==> src/rtl/alu_issue.sv <==
// Single-issue front end for an external combinational ALU: decodes one
// instruction at a time against a 4 x 8-bit register file and returns the result.
module alu_issue (
    input  logic        clk,
    input  logic        reset,
    input  logic        instr_valid_i,
    output logic        instr_ready_o,
    input  logic [15:0] instr_i,
    output logic [2:0]  alu_op_o,
    output logic [7:0]  alu_a_o,
    output logic [7:0]  alu_b_o,
    input  logic [7:0]  alu_res_i,
    output logic        res_valid_o,
    input  logic        res_ready_i,
    output logic [7:0]  res_data_o,
    output logic [1:0]  res_rd_o
);

    typedef enum logic [1:0] {
        IDLE = 2'd0,
        EXEC = 2'd1,
        RESP = 2'd2
    } state_t;

    state_t     state;
    state_t     state_nxt;
    logic [7:0] rf [4];
    logic [1:0] rd_q;
    logic       accept;

    logic [2:0] dec_op;
    logic [1:0] dec_rd;
    logic [1:0] dec_rs1;
    logic [1:0] dec_rs2;
    logic       dec_imm_sel;
    logic [7:0] dec_imm8;

    assign dec_op      = instr_i[15:13];
    assign dec_rd      = instr_i[12:11];
    assign dec_rs1     = instr_i[10:9];
    assign dec_imm_sel = instr_i[8];
    assign dec_imm8    = instr_i[7:0];
    assign dec_rs2     = instr_i[1:0];

    // Ready is masked by reset so nothing can be accepted while reset is held.
    assign instr_ready_o = (state == IDLE) && !reset;
    assign res_valid_o   = (state == RESP);
    assign accept        = instr_valid_i && instr_ready_o;

    always_comb begin
        state_nxt = state;
        unique case (state)
            IDLE:    if (accept) state_nxt = EXEC;
            EXEC:    state_nxt = RESP;
            RESP:    if (res_ready_i) state_nxt = IDLE;
            default: state_nxt = IDLE;
        endcase
    end

    always_ff @(posedge clk) begin
        if (reset) begin
            state      <= IDLE;
            rf         <= '{default: '0};
            alu_op_o   <= '0;
            alu_a_o    <= '0;
            alu_b_o    <= '0;
            rd_q       <= '0;
            res_data_o <= '0;
            res_rd_o   <= '0;
        end else begin
            state <= state_nxt;
            // Operands come from rf at the accept edge, before any pending write.
            if (accept) begin
                alu_op_o <= dec_op;
                alu_a_o  <= rf[dec_rs1];
                alu_b_o  <= dec_imm_sel ? dec_imm8 : rf[dec_rs2];
                rd_q     <= dec_rd;
            end
            if (state == EXEC) begin
                res_data_o <= alu_res_i;
                res_rd_o   <= rd_q;
                rf[rd_q]   <= alu_res_i;
            end
        end
    end

endmodule

==> config.mk <==
export PLATFORM = sky130hd
export DESIGN_NAME = alu_issue
export DESIGN_NICKNAME = d
export VERILOG_FILES = /design/src/rtl/alu_issue.sv
export SDC_FILE = /design/constraint.sdc
export NUM_CORES = 1
export LEC_CHECK = 0
export CAP_MARGIN = 10
export CORE_AREA = 10 10 90 92
export DETAILED_ROUTE_END_ITERATION = 7
export DIE_AREA = 0 0 100 102
export PLACE_DENSITY = 0.74
export SYNTH_ARGS = -nofsm -noshare
export SYNTH_HDL_FRONTEND = slang
export SYNTH_SLANG_ARGS = --single-unit
==> constraint.sdc <==
create_clock -name clk -period 1.4 [get_ports clk]
set_input_delay 0.35 -clock clk [delete_from_list [all_inputs] [get_ports clk]]
set_output_delay 0.35 -clock clk [all_outputs]
set_load 0.02 [all_outputs]
* Word-level counts from Yosys, hierarchy flattened
Index checks and enable logic that the tools add are counted.
** Operators by class
- Add/subtract/negate cells :: 0
- Shifts and indexed selects :: 0
- Order comparisons :: 4
- Div/mod/pow operators :: 0
- Multiplexer cells :: 13
- Multipliers :: 0
- Bitwise gates (word level) :: 3
- Eq/ne operators :: 4
- Reductions and logical operators :: 6
** Operators with widths (number)
- $mux W8 :: 6
- $bmux W8 S2 :: 2
- $bwmux W32 :: 1
- $demux W8 S2 :: 1
- $ge A3 B3 Y1 const B :: 3
- $not A2 Y3 :: 3
- $pmux W2 S3 :: 1
- $mux W2 :: 2
- $logic_and A1 B1 Y1 :: 3
- $lt A3 B1 Y1 const B :: 1
- $eq A2 B1 Y1 const B :: 1
- $eq A2 B2 Y1 const B :: 1
- $logic_not A2 Y1 :: 1
- $ne A2 B1 Y1 const B :: 1
- $ne A2 B2 Y1 const B :: 1
- $reduce_and A2 Y1 :: 1
- $logic_not A1 Y1 :: 1
** Word-level totals
- Input port bits :: 28
- Bits in registers :: 65
- Bits in read-only memories :: 0
- Output and inout port bits :: 31
- RAM bits :: 0
- Bits in latches :: 0
- Word-level logic and storage cells :: 41
- Memories kept :: 0

* Depth between registers and ports, before layout
Gate-level depths: netlist (run 1).
- Depth after elaboration :: 6
- Gate-level depth with buffers :: 6
- Gate-level depth less buffers :: 4

* Least setup slack after synthesis (run 1)
No wires, ideal clock.
- Path kind :: input-to-reg
- Start point :: input port reset
- End point :: register alu_b_o[1]
- Cell stages on the path :: 4
- Path slack :: -39 ps
- Arrival :: 1322 ps
- Buffers on the path :: 2
- Setup time :: 117 ps
- Cell sequence :: or4b_1 > buf_2 > buf_6 > a32o_1
** On the way
- Longest elaborated chain between the ends :: 3
** Ends and longest elaborated chain
- from (decl) :: line 5 : input logic reset,
- $logic_not A1 Y1 :: line 46 : assign instr_ready_o = (state == IDLE) && !reset;
- $logic_and A1 B1 Y1 :: line 46
- $logic_and A1 B1 Y1 :: line 48 : assign accept = instr_valid_i && instr_ready_o;
- to (signal assigned) :: line 76 : alu_b_o <= dec_imm_sel ? dec_imm8 : rf[dec_rs2];
- to (decl) :: line 11 : output logic [7:0] alu_b_o,
Parallel ways exist; a longest one is shown, timed or not.
A chain may end at the register's enable or synchronous reset.

* Worst setup path in the final report (run 1)
- Start point :: register state[1]
- End point :: register alu_op_o[1]
** On the way
- Longest elaborated chain between the ends :: 3
** Ends and longest elaborated chain
- from (decl) :: line 25 : state_t state;
- from (signal assigned) :: line 71 : state <= state_nxt;
- $logic_not A2 Y1 :: line 46
- $logic_and A1 B1 Y1 :: line 46
- $logic_and A1 B1 Y1 :: line 48
- to (signal assigned) :: line 74 : alu_op_o <= dec_op;
- to (decl) :: line 9 : output logic [2:0] alu_op_o,
Every way passes these cells.

==> flow_summary.json, run 1 <==
{
  "status": "finished with violations",
  "violations": "setup timing",
  "syn_inst": 313,
  "drive_gt1_share_pct": 24.6,
  "layout_setup_ws_ns": -0.170,
  "final_max_slew_viol_count": 0,
  "ys_seq_elements": 65,
  "first_pass_iters": 4,
  "die_w_um": 100,
  "wl_um": 7240,
  "synth_warnings": 0,
  "final_net_count": 411,
  "io_pins": 59,
  "layout_min_cycle_time_ns": 1.57,
  "area_growth_pct": 39.8,
  "finClkSkew_ns": 0.00492,
  "die_area_mm2": 0.0102,
  "ant_nets": 0,
  "ir_drop_uv": 574,
  "vias": 2413,
  "grt_pass1_wl_um": 12200,
  "syn_nets": 341,
  "post-route-period-util_pct": 112,
  "globalplace.congestion": 0.848,
  "fmax_mhz": 637,
  "place_hpwl_um": 5370,
  "worst_pin_slew_ns": 0.571,
  "portBuffers": 58,
  "p_per_area_mw_per_mm2": 995,
  "cp_max_fo": 7,
  "hp-class": "input port to register",
  "worstSetupPathType": "register to register",
  "drcViolationCount": 0,
  "synth_cell_types": 25,
  "clkLatencyLatePin_ns": 0.33,
  "dp.cells": 442,
  "grt_pass1_vias": 2497,
  "clockBufferDepth": 2,
  "start_util_pct": 44.8,
  "cp_data_arrival_time_ns": 1.83,
  "hold_viol": 0,
  "clockRootBuffer": "clkbuf_8",
  "cts_tree": "yes",
  "cts_buffers": 9,
  "postSynthAreaPerCell_um2": 8.98,
  "critPathRequiredTime_ns": 1.67,
  "tns_ns": -4.36,
  "clk_pin_slew_ns": 0.06,
  "setup_viol": 46,
  "clock_sinks": 65,
  "grt_max_degree": 44,
  "grtUsageTotal_pct": 14.7,
  "rsz0062_at_grt": "yes",
  "n_antenna_cell": 0,
  "rows": 29,
  "cap_violations": 0,
  "yosysSeqAreaShare_pct": 46.3,
  "coreArea_mm2": 0.00628,
  "layout.cells.non_filler": 463,
  "drt_iter0_markers": 141,
  "cts_max_level": 3,
  "max_slew_margin_pct": 61.8,
  "antenna_found_initial": 0,
  "end_kind": "register",
  "start_kind": "register",
  "leakage_nw": 1.48,
  "grt_overflow": 0,
  "fin_util_pct": 62.6,
  "ctsHoldBuffers": 0,
  "wire_per_inst_um": 15.6,
  "synth_area_mm2": 0.00281,
  "vias_per_cell": 5.21,
  "die_h_um": 102
}
==> power breakdown <==
| group | total, mW | internal, mW | switching (mW) | leakage, nW |
|---|---|---|---|---|
| registers | 1.96 | 1.91 | 0.0464 | 0.530 |
| clock network | 1.36 | 0.722 | 0.634 | 0.0826 |
| logic | 0.595 | 0.300 | 0.295 | 0.866 |
| total | 3.91 | 2.93 | 0.975 | 1.48 |
==> worst paths after layout <==
kind / from / end / slack [ns] / depth (start not counted)
min reg2reg: res_data_o[5] / res_data_o[5] / 0.45 / 2
max: state[1] / alu_op_o[1] / -0.17 / 6
max reg2reg: state[1] / alu_op_o[1] / -0.17 / 6
min: reset / alu_op_o[2] / 0.43 / 3
==> cells in the final DEF (no fill, tap or decap), types with 2 or more instances in the layout <==
cell type	netlist	routed
dfxtp_2	0	2
clkdlybuf4s15_1	0	14
clkdlybuf4s50_1	0	26
clkbuf_8	0	11
nor2b_1	3	2
dfxtp_4	0	2
buf_6	3	4
nand2_2	0	6
a22oi_1	6	6
buf_4	0	17
clkbuf_1	14	3
or4b_4	0	2
a21oi_2	0	12
buf_12	0	5
dlygate4sd2_1	0	15
mux2i_1	20	20
mux2_2	12	12
a21oi_1	59	47
dfxtp_1	65	61
mux4_2	8	8
o21bai_1	2	2
nor2_1	17	17
buf_2	9	3
inv_1	2	2
a32o_1	2	2
nand2_1	78	72
==> logic make-up (layout without fill, tap and decap cells) <==
logic type / Yosys count / count (layout) / synth area share (%)
AND/OR/NAND/NOR: 108 / 108 / 16.6
multiplexers: 40 / 40 / 18.3
buffers and inverters: 30 / 103 / 5.21
flip-flops: 65 / 65 / 46.3
AO/OA/AOI/OAI: 70 / 70 / 13.6
==> what timing repair did <==
item | CTS | global route
endpoints found under the setup margin | 72 | 63
gates cloned | 2 | 1
pin swaps | 1 | 13
setup buffers | 0 | 4
gates resized for setup | 50 | 44
==> layout make-up <==
type / instances / area [um2]
Multi-Input combinational cell: 218 / 1480
Fill cell: 530 / 2350
Clock buffer: 14 / 163
Tap cell: 77 / 96.3
Inverter: 3 / 16.3
Timing Repair Buffer: 86 / 860
Sequential cell: 65 / 1310
==> per-stage QoR <==
| step | setup WS (ns) | hold WS [ns] | power (mW) | area (um2) |
|---|---|---|---|---|
| final | -0.170 | 0.434 | 3.91 | 3930 |
| after global routing | -0.212 | 0.462 | 4.10 | 3930 |
| after CTS | -0.173 | 0.428 | 3.90 | 3760 |
| after detailed placement | -0.449 | 0.450 | 2.56 | 3580 |
| after global placement | -0.427 | 0.442 | 2.54 | 3580 |
| after floorplan | -0.0193 | 0.443 | 2.28 | 2820 |
==> layer usage <==
metal	GRT usage, %	up-vias	wire [um]
met2	23.4	67	3330
li1	-	1216	-
met1	17.5	1119	3250
met3	4.39	11	509
met5	0	-	0
met4	8.15	0	143
==> critical path, cell delays in order, from the launching register on <==
cell and delay [ns]:
dfxtp_4 0.35, buf_8 0.12, or4b_4 0.60, inv_6 0.12
clkbuf_16 0.15, nand2_1 0.05, a21oi_1 0.12
==> registers in the layout, summed over array words and instances, names as in the netlist <==
| register | cells |
|---|---|
| rf | 32 |
| alu_a_o | 8 |
| alu_b_o | 8 |
| res_data_o | 8 |
| alu_op_o | 3 |
| rd_q | 2 |
| res_rd_o | 2 |
| state | 2 |
==> Yosys cell counts <==
| cell type | n | area [um2] |
|---|---|---|
| nor2_1 | 17 | 63.8 |
| nor2b_1 | 3 | 18.8 |
| or4b_1 | 2 | 20.0 |
| dfxtp_1 | 65 | 1300 |
| mux4_2 | 8 | 180 |
| inv_1 | 2 | 7.51 |
| mux2i_1 | 20 | 200 |
| nand2b_1 | 2 | 12.5 |
| buf_6 | 3 | 33.8 |
| buf_1 | 1 | 3.75 |
| nand2_1 | 78 | 293 |
| nor4b_2 | 1 | 15.0 |
| a32o_1 | 2 | 20.0 |
| and4b_1 | 1 | 10.0 |
| inv_2 | 1 | 3.75 |
| clkbuf_1 | 14 | 52.6 |
| nor3_1 | 1 | 5.00 |
| a31oi_1 | 1 | 6.26 |
| mux2_2 | 12 | 135 |
| buf_2 | 9 | 45.0 |
| a21oi_1 | 59 | 295 |
| nor4bb_1 | 2 | 20.0 |
| o21bai_1 | 2 | 15.0 |
| a22oi_1 | 6 | 45.0 |
| nand4b_1 | 1 | 8.76 |
No activity file was read; power rests on OpenSTA's default activity.
==> run 2, diff against run 1 <==
Settings changed: SLEW_MARGIN set to 20.
==> results of run 2 <==
Final layout, timing and power as in run 1 (identical DEF).
==> run 3, diff against run 2 <==
Settings changed: TNS_END_PERCENT set to 100.
==> results of run 3 <==
Final layout, timing and power as in run 1 (identical DEF).
